`src/rtl/bist_controller.sv`:
```
// BIST sequencer: LFSR pattern source for the CUT, MISR valid alignment and golden-signature check.
// Optional macro BIST_ABORT_EN adds an abort input that cancels a run in progress.
module bist_controller #(
  parameter int unsigned PATTERN_COUNT = 256,
  parameter int unsigned CUT_LAT       = 1,
  parameter logic [16:0] SEED          = 17'h00001,
  parameter logic [9:0]  GOLDEN        = 10'h000
) (
  input  logic        clk,
  input  logic        rst_n,
  input  logic        start,
`ifdef BIST_ABORT_EN
  input  logic        abort,
`endif
  input  logic [9:0]  sig_in,
  output logic [16:0] pattern_out,
  output logic        pat_valid,
  output logic        misr_valid,
  output logic        busy,
  output logic        done,
  output logic        pass
);

  // state   | meaning
  // S_IDLE  | waiting for start; pass holds last result
  // S_INIT  | load seed, clear pattern counter
  // S_RUN   | one pattern per cycle, PATTERN_COUNT cycles
  // S_DRAIN | CUT_LAT+1 cycles for the last response to reach the MISR
  // S_CHECK | compare sig_in with GOLDEN
  typedef enum logic [2:0] {
    S_IDLE,
    S_INIT,
    S_RUN,
    S_DRAIN,
    S_CHECK
  } state_t;

  localparam logic [15:0] RUN_LAST   = 16'(PATTERN_COUNT - 1);
  localparam logic [15:0] DRAIN_LAST = 16'(CUT_LAT);

  state_t      state;
  state_t      state_nxt;
  logic [15:0] cnt;
  logic        abort_hit;
  logic [16:0] lfsr_nxt;

`ifdef BIST_ABORT_EN
  assign abort_hit = abort && (state != S_IDLE);
`else
  assign abort_hit = 1'b0;
`endif

  assign busy     = (state != S_IDLE);
  assign lfsr_nxt = {pattern_out[15:0], pattern_out[16] ^ pattern_out[13]};

  always_ff @(posedge clk or negedge rst_n) begin
    if (!rst_n) state <= S_IDLE;
    else        state <= state_nxt;
  end

  always_comb begin
    state_nxt = state;
    unique case (state)
      S_IDLE:  if (start) state_nxt = S_INIT;
      S_INIT:  state_nxt = S_RUN;
      S_RUN:   if (cnt == RUN_LAST) state_nxt = S_DRAIN;
      S_DRAIN: if (cnt == DRAIN_LAST) state_nxt = S_CHECK;
      S_CHECK: state_nxt = S_IDLE;
      default: state_nxt = S_IDLE;
    endcase
    if (abort_hit) state_nxt = S_IDLE;
  end

  // pattern_out doubles as the LFSR register, so it naturally holds through DRAIN
  always_ff @(posedge clk or negedge rst_n) begin
    if (!rst_n) begin
      pattern_out <= '0;
      pat_valid   <= 1'b0;
      cnt         <= '0;
      done        <= 1'b0;
      pass        <= 1'b0;
    end else begin
      done <= 1'b0;
      unique case (state)
        S_IDLE: begin
          if (start) pass <= 1'b0;
        end
        S_INIT: begin
          pattern_out <= SEED;
          cnt         <= '0;
          pat_valid   <= 1'b1;
          pass        <= 1'b0;
        end
        S_RUN: begin
          if (cnt == RUN_LAST) begin
            pat_valid <= 1'b0;
            cnt       <= '0;
          end else begin
            pattern_out <= lfsr_nxt;
            cnt         <= cnt + 16'd1;
          end
        end
        S_DRAIN: begin
          cnt <= cnt + 16'd1;
        end
        S_CHECK: begin
          pass <= (sig_in == GOLDEN);
          done <= 1'b1;
        end
        default: ;
      endcase
      if (abort_hit) begin
        pat_valid <= 1'b0;
        pass      <= 1'b0;
        done      <= 1'b0;
      end
    end
  end

  if (CUT_LAT == 0) begin : g_no_dly
    assign misr_valid = pat_valid;
  end else begin : g_dly
    logic [CUT_LAT-1:0] dly_q;
    always_ff @(posedge clk or negedge rst_n) begin
      if (!rst_n)         dly_q <= '0;
      else if (abort_hit) dly_q <= '0;
      else                dly_q <= CUT_LAT'({dly_q, pat_valid});
    end
    assign misr_valid = dly_q[CUT_LAT-1];
  end

endmodule

```
`config.mk`:
```
export PLATFORM = sky130hd
export DESIGN_NAME = bist_controller
export DESIGN_NICKNAME = d
export VERILOG_FILES = /design/src/rtl/bist_controller.sv
export SDC_FILE = /design/constraint.sdc
export NUM_CORES = 1
export LEC_CHECK = 0
export ABC_CLOCK_PERIOD_IN_PS = 2400
export CORE_UTILIZATION = 34
export CTS_CLUSTER_DIAMETER = 120
export DETAILED_ROUTE_END_ITERATION = 8
export DONT_BUFFER_PORTS = 1
export PLACE_DENSITY = 0.53
export SYNTH_ARGS = -nofsm -noshare
export SYNTH_HDL_FRONTEND = slang
export SYNTH_SLANG_ARGS = --single-unit
```
`constraint.sdc`:
```
create_clock -name clk -period 2.4 [get_ports clk]
set_input_delay 0.48 -clock clk [delete_from_list [all_inputs] [get_ports clk]]
set_output_delay 0.48 -clock clk [all_outputs]
set_load 0.02 [all_outputs]
```
* After elaboration in Yosys (flattened, before gate mapping) *
Index checks and enable logic that the tools add are counted.

storage, ports and cells
  output and inout bits = 22
  bits in registers = 40

cells by class
  add/sub/neg operators = 1
  bitwise gates (word level) = 1
  reductions and logical operators = 10
  multiplexer cells = 13
  equality and inequality tests = 10

operator list
  kind                   number
  $pmux 16 s3            1
  $pmux 17 s2            1
  $mux 17                1
  $add 16x1->16 const B  1
  $eq 16x1->1 const B    1
  $eq 16x8->1 const B    1
  $mux 16                1
  $pmux 3 s4             1
  $logic_not 10->1       1
  $mux 3                 3
  $reduce_bool 3->1      3
  $ne 2x2->1 const B     4
  $eq 3x2->1 const B     2
  $reduce_and 2->1       3
  $eq 3x1->1 const B     1
  $eq 3x3->1 const B     1
  $logic_not 3->1        1
  $mux 1                 3
  $pmux 1 s3             1
  $reduce_and 3->1       1
  $pmux 1 s2             1
  $reduce_bool 2->1      1
  $xor 1x1->1            1

* Logic depth before layout (Yosys ltp) *
  depth in word-level cells = 3
  gate-level depth with buffers = 7

* Worst setup path before layout *
OpenSTA, ideal clock, no wires.

  path type = flip-flop to flip-flop
  from = reg cnt[0]
  to = reg pattern_out[0]
  buffers on the path = 1
  data arrival time = 1614 ps
  stages on the path, launching flop included = 7
  required time = 2275 ps
  slack = 661 ps
  path through = dfrtp_1 -> ha_1 -> and3_1 -> nand4_4 -> a21boi_2 -> buf_6 -> mux2_2

between the ends
  longest elaborated chain between the ends = 3

RTL lines
  element                     RTL line  source
  from (decl)                 43        logic [15:0] cnt;
  from (signal assigned)      100       cnt <= cnt + 16'd1;
  from (signal assigned)      104       cnt <= cnt + 16'd1;
  $eq 16x8->1                 95        if (cnt == RUN_LAST) begin
  $ne 2x2->1 (no line)        -
  $reduce_and 2->1 (no line)  -
  to (signal assigned)        99        pattern_out <= lfsr_nxt;
  to (decl)                   16        output logic [16:0] pattern_out,

Every way passes these cells.
A chain may end at the register's enable or synchronous reset.

* Worst setup path in the final report *
  from = reg state[0]
  to = out busy

between the ends
  longest elaborated chain between the ends = 1

RTL lines
  element                 RTL line  source
  from (decl)             41        state_t state;
  from (signal assigned)  58        else state <= state_nxt;
  $reduce_bool 3->1       53        assign busy = (state != S_IDLE);
  to (decl)               19        output logic busy,

Every way passes these cells.

==> metrics.md <==
| Metric | Value |
|---|---|
| Detailed placer's ending HPWL | `~2700 um` |
| Final Hold Viols | `0` |
| Max-Cap Viols | `0` |
| Setup TNS | `0 ns` |
| Commonest cells post-synth | `40 x dfrtp_1, 24 x nand2_1, 23 x inv_1` |
| Row cnt | `28` |
| Setup bufs post-CTS | `0` |
| Register Area | `0.00100 mm2` |
| N_diodes | `0` |
| WP data required | `1.92 ns` |
| Arrival time of the worst setup path | `1.52 ns` |
| Final cycle utilization of the critical path | `0.833` |
| Flops & latches, synth | `40` |
| ANT nets after route | `0` |
| Largest net degree at the start of global routing | `41` |
| Sink Count | `40` |
| Endpoints failing setup | `0` |
| Initial antenna violation count | `0` |
| Post-Route WL | `3950 um` |
| Port Buffers | `0` |
| Leakage Power | `0.927 nW` |
| Hold Buf Count CTS | `1` |
| CTS max path bufs | `2` |
| Fraction of the mapped netlist area in adder cells | `0.0121` |
| CP startpoint | `state[0]$_DFFE_PN0P_` |
| Met3 usage | `0.0446` |
| Post-synthesis async set-or-reset flop share | `1.00` |
| Status | `finished clean` |
| Vias in the first global route | `between 1000 and 1500` |
| CTS buffer count | `5` |
| Synth Area in XOR/XNOR | `0.0465` |
| Worst skew pair latency | `0.30 ns` |
| Starting Density | `0.352` |
| Vias per cell | `~5.1` |
| Total of warnings raised by yosys | `0` |
| Met2 Usage GRT | `0.215` |
| FF-to-FF Start | `cnt[0]$_DFFE_PN0P_` |
| Vias | `~1500` |
| Initial DRC count | `58` |
| Multiplexer share of the synthesized area | `0.0888` |
| Die width | `80.0 um` |
| Post-cts sizing count | `0` |
| Area leader, netlist | `dfrtp_1` |
| DIE AREA | `0.00641 mm2` |
| Register area share after synthesis | `0.483` |
| Worst Tran Pin Value | `0.494 ns` |
| Post-detailed-route wirelength per cell | `13.9 um` |
| Worst IR drop on VDD | `0.271 mV` |
| GPL Wtd Cong | `approximately 0.78` |
| Min Tclk post-route | `2.00 ns` |
| # DRC | `0` |
| Largest family of logic cells by synthesized area | `simple AND/OR/NAND/NOR gates` |
| Synth Area in Compound Gates | `0.0840` |
| Pwr Density | `545 mW/mm2` |
| Setup crit end kind | `output pin` |
| Number of flops mapped to enable cells by yosys | `0` |
| Max Slew Vio Count | `0` |
| Synthesized cell area | `a little over 0.002 mm2` |
| Top post-synthesis cells by area | `dfrtp_1 48%, mux2i_1 7.3%, nand2_1 4.4%` |
| Fill cells | `587` |
| RSZ-0062 raised after global routing | `false` |
| Nets@finish | `~220` |
| Met1 usage in global routing | `0.180` |
| Max_slew headroom | `0.670` |
| Util after Layout | `0.387` |
| Synth Flop Type | `dfrtp_1` |
| Post-Synth Simple-Gate Area | `0.214` |
| DRT Pass-1 Iters | `4` |
| Grt total ovfl | `0` |
| Worst Hold Class | `input port to asynchronous set/reset pin` |
| F_max | `between 500 and 600 MHz` |
| CTS tree | `done` |
| First-pass GRT wire length | `6880 um` |
| Core ar. | `0.00589 mm2` |
| Area taken by multi-input logic gates | `~900 um2` |
| Clock skew | `around 0.0083 ns` |
| Worst Path Max Fanout | `11` |
| Total global-route track usage | `0.140` |
| Syn nets | `219` |
| Layout cells sized above 1 | `0.119` |
| Clk slew on worst S/H paths | `0.08 ns` |
| Synth cell types | `41` |
| Avg Cell Area, Syn | `10.2 um2` |
| Hold WS | `around 0.0075 ns` |
| Clk root buf | `clkbuf_8` |
| Top cell type's share of synthesized area | `0.483` |
| DIE HEIGHT | `80.0 um` |
| H-tree levels | `2` |
| Most Crowded Layer GR | `met2` |
| Count leader, synth | `dfrtp_1` |
| CP startpoint kind | `register` |
| Num ports | `35` |
| Area grow syn2layout | `10.1%` |
| Synth Instances | `204` |
| Critical path type | `register to output pin` |
-- layer usage --
metal  share of wire  vias up
met5               0        -
met2            0.46       29
met4           0.017        0
met3           0.050        6
met1            0.47      709
li1                -      717
-- cells in the final DEF (no fill, tap or decap), types with 2 or more instances in the layout --
| cell | count |
|---|---|
| o2111ai_1 | 5 |
| mux2i_1 | 15 |
| o31ai_1 | 3 |
| buf_4 | 6 |
| dfrtp_1 | 40 |
| ha_1 | 2 |
| xnor2_1 | 9 |
| nand4_1 | 5 |
| mux2_2 | 3 |
| nor4_4 | 2 |
| nand3_1 | 6 |
| nor3_1 | 6 |
| a21oi_1 | 2 |
| xor2_1 | 2 |
| nor2_1 | 12 |
| nor4_1 | 9 |
| and3_1 | 2 |
| o211ai_1 | 3 |
| or4_1 | 2 |
| inv_1 | 23 |
| nand2_1 | 24 |
| clkbuf_8 | 5 |
| nand2b_1 | 2 |
| o21ai_0 | 3 |
-- per-stage QoR --
| step | cell area (um2) | instances | power (W) | setup WS [ns] |
|---|---|---|---|---|
| 3_3_place_gp | 2150 | 276 | 0.000688 | 0.487 |
| 5_1_grt | 2280 | 285 | 0.00130 | 0.249 |
| 6_report | 2280 | 285 | 0.00124 | 0.401 |
| 4_1_cts | 2280 | 285 | 0.00127 | 0.370 |
| 3_5_place_dp | 2150 | 276 | 0.000688 | 0.386 |
| 2_1_floorplan | 2070 | 204 | 0.000688 | 0.661 |
-- logic make-up after synthesis --
family | count (synthesis)
adders and majority gates | 2
xor gates and xnor gates | 11
and+or+nand+nor | 78
buffers and inverters | 32
DFF | 40
muxes | 18
AOI/OAI and AO/OA | 23
-- state kept, by name, indices dropped and copies added (netlist names) --
signal	cells
pass	1
pat_valid	1
misr_valid	1
state	3
done	1
pattern_out	17
cnt	16
-- worst paths after layout --
path,depth (start not counted),slack (ns),endpoint
worst max-delay path,2,0.40,busy
worst min-delay path,1,0.007,pattern_out[7]$_DFFE_PN0P_
worst max register to register,6,0.40,pattern_out[4]$_DFFE_PN0P_
worst min register to register,0,0.57,misr_valid$_DFF_PN0_
max in group asynchronous,1,2.18,cnt[14]$_DFFE_PN0P_
min in group clk,3,0.35,pass$_DFFE_PN0P_
-- final cells by class --
class,instances,area share
clock buffer,5,0.0302
inverter,23,0.0379
multi-input combinational,132,0.404
tap,75,0.0412
clock inverter,3,0.0187
timing repair buffer,7,0.0285
sequential,40,0.439
-- report_power, final --
group	switching (W)	internal, W
clock network	0.000244	0.000308
registers	0	0.000673
logic	0.0000132	0.00000430
total	0.000257	0.000985
-- worst max-delay path, cell delays in order (launching register included) --
cell and delay [ns]:
dfrtp_1 0.51, buf_4 0.23, or3_1 0.48
Power figures use the tool's default switching activity.
